### src/rtl/reset_request_ctrl.sv
// Reset-request controller: button / software / watchdog requests become one fixed-length
// active-low pulse plus cooldown. Define RSTREQ_DEBOUNCE_EN to add the button debounce filter.
module reset_request_ctrl #(
    parameter int PULSE_LEN = 16,
    parameter int COOLDOWN  = 8,
    parameter int DEBOUNCE  = 4,
    parameter int CNTW      = 8
) (
    input  logic            CLK,
    input  logic            RST,
    input  logic            BTN_N,
    input  logic            SW_REQ,
    output logic            SW_ACK,
    input  logic            WDT_EXPIRE,
    output logic            OUT_RST_N,
    output logic            BUSY,
    output logic [2:0]      CAUSE,
    output logic [CNTW-1:0] RST_COUNT
);

    localparam int CMAX = (PULSE_LEN > COOLDOWN) ? PULSE_LEN : COOLDOWN;
    localparam int CW   = $clog2(CMAX + 1);

    if (PULSE_LEN < 1 || DEBOUNCE < 1) begin : g_param_check
        $error("reset_request_ctrl: PULSE_LEN and DEBOUNCE must be >= 1");
    end

    typedef enum logic [1:0] {ASSERT, COOL, IDLE} state_t;

    state_t          state, state_n;
    logic [CW-1:0]   cnt, cnt_n;
    logic            out_n, ack_n;
    logic [2:0]      cause_n, src;
    logic [CNTW-1:0] count_n;

    // Button path: 2-flop synchronizer, optional filter, then falling-edge detect.
    logic btn_s1, btn_s2, btn_lvl, btn_prev, btn_req;

    always_ff @(posedge CLK) begin
        if (RST) begin
            btn_s1   <= 1'b1;
            btn_s2   <= 1'b1;
            btn_prev <= 1'b1;
        end else begin
            btn_s1   <= BTN_N;
            btn_s2   <= btn_s1;
            btn_prev <= btn_lvl;
        end
    end

`ifdef RSTREQ_DEBOUNCE_EN
    localparam int DW = $clog2(DEBOUNCE + 1);
    logic          btn_filt;
    logic [DW-1:0] db_cnt;

    always_ff @(posedge CLK) begin
        if (RST) begin
            btn_filt <= 1'b1;
            db_cnt   <= '0;
        end else if (btn_s2 != btn_filt) begin
            if (db_cnt == DW'(DEBOUNCE - 1)) begin
                btn_filt <= btn_s2;
                db_cnt   <= '0;
            end else begin
                db_cnt <= db_cnt + 1'b1;
            end
        end else begin
            db_cnt <= '0;
        end
    end

    assign btn_lvl = btn_filt;
`else
    assign btn_lvl = btn_s2;
`endif

    assign btn_req = btn_prev & ~btn_lvl;
    assign src     = {WDT_EXPIRE, SW_REQ, btn_req};
    assign BUSY    = (state != IDLE);

    always_comb begin
        state_n = state;
        cnt_n   = cnt;
        out_n   = 1'b1;
        ack_n   = 1'b0;
        cause_n = CAUSE;
        count_n = RST_COUNT;
        case (state)
            ASSERT: begin
                out_n   = 1'b0;
                cause_n = CAUSE | src;
                if (cnt == CW'(1)) begin
                    out_n = 1'b1;
                    if (COOLDOWN == 0) begin
                        state_n = IDLE;
                    end else begin
                        state_n = COOL;
                        cnt_n   = CW'(COOLDOWN);
                    end
                end else begin
                    cnt_n = cnt - 1'b1;
                end
            end
            COOL: begin
                if (cnt == CW'(1)) state_n = IDLE;
                else               cnt_n   = cnt - 1'b1;
            end
            IDLE: begin
                if (|src) begin
                    state_n = ASSERT;
                    cnt_n   = CW'(PULSE_LEN);
                    out_n   = 1'b0;
                    ack_n   = SW_REQ;
                    cause_n = src;
                    if (RST_COUNT != '1) count_n = RST_COUNT + 1'b1;
                end
            end
            default: state_n = IDLE;
        endcase
    end

    always_ff @(posedge CLK) begin
        if (RST) begin
            state     <= ASSERT;
            cnt       <= CW'(PULSE_LEN);
            OUT_RST_N <= 1'b0;
            SW_ACK    <= 1'b0;
            CAUSE     <= '0;
            RST_COUNT <= '0;
        end else begin
            state     <= state_n;
            cnt       <= cnt_n;
            OUT_RST_N <= out_n;
            SW_ACK    <= ack_n;
            CAUSE     <= cause_n;
            RST_COUNT <= count_n;
        end
    end

endmodule

### config.mk
export PLATFORM = sky130hd
export DESIGN_NAME = reset_request_ctrl
export DESIGN_NICKNAME = d
export VERILOG_FILES = /design/src/rtl/reset_request_ctrl.sv
export SDC_FILE = /design/constraint.sdc
export NUM_CORES = 1
export LEC_CHECK = 0
export BUFFER_PORTS_ARGS = -buffer_cell sky130_fd_sc_hd__clkbuf_2
export CAP_MARGIN = 20
export CORE_MARGIN = 2
export CORE_UTILIZATION = 58
export DETAILED_ROUTE_END_ITERATION = 8
export PLACE_DENSITY = 0.86
export SYNTH_ARGS = -nofsm -noshare
export SYNTH_HDL_FRONTEND = slang
export SYNTH_SLANG_ARGS = --single-unit
### constraint.sdc
create_clock -name CLK -period 3.7 [get_ports CLK]
set_clock_uncertainty 0.1 [all_clocks]
set_input_delay 0.74 -clock CLK [delete_from_list [all_inputs] [get_ports CLK]]
set_output_delay 0.74 -clock CLK [all_outputs]
set_load 0.1 [all_outputs]
==> results.md <==
- **remaining design rule violation count** 0
- **slowest cell on the critical path** clkbuf_2
- **# placed instances** 174
- **Layout Cell Area excl Fill** 1287 µm²
- **data required time of the worst path** 2.86 ns
- **wire length per cell after detailed routing** 13.07 µm
- **Post-Route WL** 2340 µm
- **compound-cell area share of the yosys netlist** 19.78%
- **highest signal layer in the routed design** met4
- **Post-Route Hold Slack** 0.3319 ns
- **Adder-Cell Fraction of Synth Area** 7.568%
- **count of buffers inserted at the top-level ports** 18
- **setup TNS** 0 ns
- **Synth Area in Simple Gates** 24.76%
- **total congestion overflow** 0
- **Final Max Tran Viols** 0
- **cell at the root of the clock tree** clkbuf_4
- **Die Area** 2369 µm²
- **clock network latency to the later pin of the worst-skew pair** 0.31 ns
- **count of cell types in the netlist** 43
- **number of global-route vias before repair** 911
- **post-cts hold buffer count** 0
- **Gate Count Post-Synth** 133
- **synthesized area divided by synthesized cell count** 8.702 µm²
- **IR drop worst, VDD** 324.4 µV
- **Routed met1 length** 1068 µm
- **number of flops mapped to enable cells by yosys** 0
- **prevailing post-synth register cell** dfxtp_1
- **maximum number of buffers from clock root to sink** 2
- **mux contribution to synthesized area** 1.838%
- **area share of the largest cell type after synthesis** 39.78%
- **number of levels the H-tree was split into** 1
- **GRT Resource Usage Total** 20.97%
- **CP Max Fanout** 12
- **min-delay worst type** register to register
- **net count after synthesis** 145
- **horizontal die dimension** 48.67 µm
- **Finished Layout Cells** 179
- **cell repeated most along the worst path** inv_1
- **type of the worst setup path** register to output pin
- **sequential area share after synthesis** 39.78%
- **final setup violation count** 0
- **area leader, netlist** dfxtp_1
- **delay of the slowest critical-path stage** 0.47 ns
- **ratio of cells with drive above 1 in the final layout** 22.37%
- **Reg clk slew, reported paths** 0.13 ns
- **clock tree from TritonCTS** yes
- **number of routed nets with antenna violations** 0
- **xor and xnor fraction of the mapped netlist area** 1.514%
- **Diodes inserted** 0
- **Place WS** 1.214 ns
- **max-cap check violation count** 0
- **placement-stage cell area** 1256 µm²
- **post-layout min period** 2.584 ns
- **number of vias in the routed layout** 1020
- **setup repair after global routing missed its margin** false
- **ordered cell list for the critical path** inv_1 > ha_1 > inv_1 > clkbuf_2
- **Worst-Margin Slew** 0.5306 ns
- **die span in y** 48.67 µm
- **Clock Sink Count** 23
- **ratio of final minimum period to clock period** 69.83%
- **PD cells** 480.3 nW/µm²
- **headroom to the max-slew limit** 63.71%
- **number of clock buffers inserted by TritonCTS** 3
- **routed wl met2** 1115 µm
- **final-report hold violation count** 0
- **number of buffers inserted by post-CTS setup repair** 0
- **leakage power total** 0.0005128 µW
- **number of iterations in the first detailed-routing pass** 5
- **Synth Register Bits** 23
- **floorplan row count** 16
- **area added between synthesis and finish** 11.24%
- **run status** completed
- **largest cells by area after synthesis** dfxtp_1 40%, ha_1 7.6%, a21oi_1 5.2%, o21ai_0 4.3%, nand2_1 3.6%
- **combinational family with the most area after synthesis** simple AND/OR/NAND/NOR gates
- **sort of element at the end of the critical path** output pin
- **placeable core region** 1922 µm²
- **arrival time worst endpoint** 1.74 ns
- **FMAX** 387.0 MHz
- **initial antenna violation count** 0
- **number of violations reported at the end of detailed-routing iteration 0** 17
- **first-pass GRT wire length** 3884 µm
- **PostCTS Resize Cnt** 0
- **count of nets after finishing** 165
- **post-synthesis async set-or-reset flop share** 0%
- **gpl congestion** 0.8150
- **number of warnings issued by yosys** 0
- **cell area after synthesis** 1157 µm²
- **post-detail-place hpwl** 1736 µm
- **pin count of the biggest net entering global routing** 23
- **Ports** 19
- **post-detailed-route via-to-cell ratio** 5.698
- **initial standard-cell utilization of the core** 60.22%
- **final setup slack of the worst path** 1.116 ns
- **metal3 WL** 124 µm
- **type of origin of the critical path** register
## worst paths after layout
check                start  cells after the start            to  slack [ns]
hold reg to reg     btn_s1                      1       btn_lvl        0.33
hold / removal      btn_s1                      1       btn_lvl        0.33
setup / recovery  state[0]                      4          BUSY        1.12
setup reg to reg  state[0]                      6  RST_COUNT[7]        1.60
## power by group
group	switching, µW	leakage, µW	internal, µW
clock	78.4	0.0000150	42.2
sequential	28.5	0.000188	278
combinational	112	0.000310	79.5
total	219	0.000513	399
## cells in the mapped netlist (2+ instances only)
cell,number
a21oi_1,12
nor3_1,4
or3_1,3
inv_1,8
a31oi_1,2
nand2b_1,2
dfxtp_1,23
or2_2,5
a211oi_1,2
ha_1,7
nor2b_1,3
nor2_1,7
nand3_1,3
o21ai_0,10
xor2_1,2
nand2_1,11
nand4_1,3
## routing by layer
layer,GRT usage (%),vias up
met2,34.47,35
met1,27.22,458
met3,3.704,5
li1,-,522
met4,8.571,0
met5,0,-
## layout by cell type, fill, tap and decap left out, types with 3 or more instances in the layout
cell / instances
nand4_1: 3
nor2_1: 7
dfxtp_1: 23
or2_2: 5
nor3_1: 4
nand3_1: 3
clkbuf_4: 3
or3_1: 3
nand2_1: 11
o21ai_0: 10
nor2b_1: 3
ha_1: 7
a21oi_1: 12
inv_1: 8
clkbuf_2: 18
## critical path: cells and delay by family (launching register included)
family / cells / cell delay, ns
fa+ha+maj: 1 / 0.33
buf+inv: 3 / 0.71
flops: 1 / 0.39
## stage by stage
stage	total power (µW)	util (%)
6_report	618.3	66.99
4_1_cts	617.8	66.73
2_1_floorplan	465.4	-
5_1_grt	651.0	66.99
3_3_place_gp	492.8	65.36
3_5_place_dp	502.7	65.36
## sequential cells by signal (all words and copies together), names as in the netlist
register	flops
state	2
btn_lvl	1
OUT_RST_N	1
btn_s1	1
RST_COUNT	8
SW_ACK	1
cnt	5
btn_prev	1
CAUSE	3
## cells by family (layout without fill, tap and decap cells)
kind of cell	count (synthesis)	after routing
AO/OA/AOI/OAI	37	37
XOR/XNOR	2	2
adder cells (fa/ha/maj)	7	7
buffers and inverters	12	31
flip-flops	23	23
multiplexers	2	2
AND/OR/NAND/NOR	50	50
## final cells by class
cell class / instances / area [µm²]
Sequential cell: 23 / 460.4
Clock buffer: 4 / 26.28
Multi-Input combinational cell: 98 / 641.9
Fill cell: 177 / 634.4
Inverter: 8 / 30.03
Timing Repair Buffer: 19 / 95.09
Tap cell: 27 / 33.78
Power figures use the tool's default switching activity.
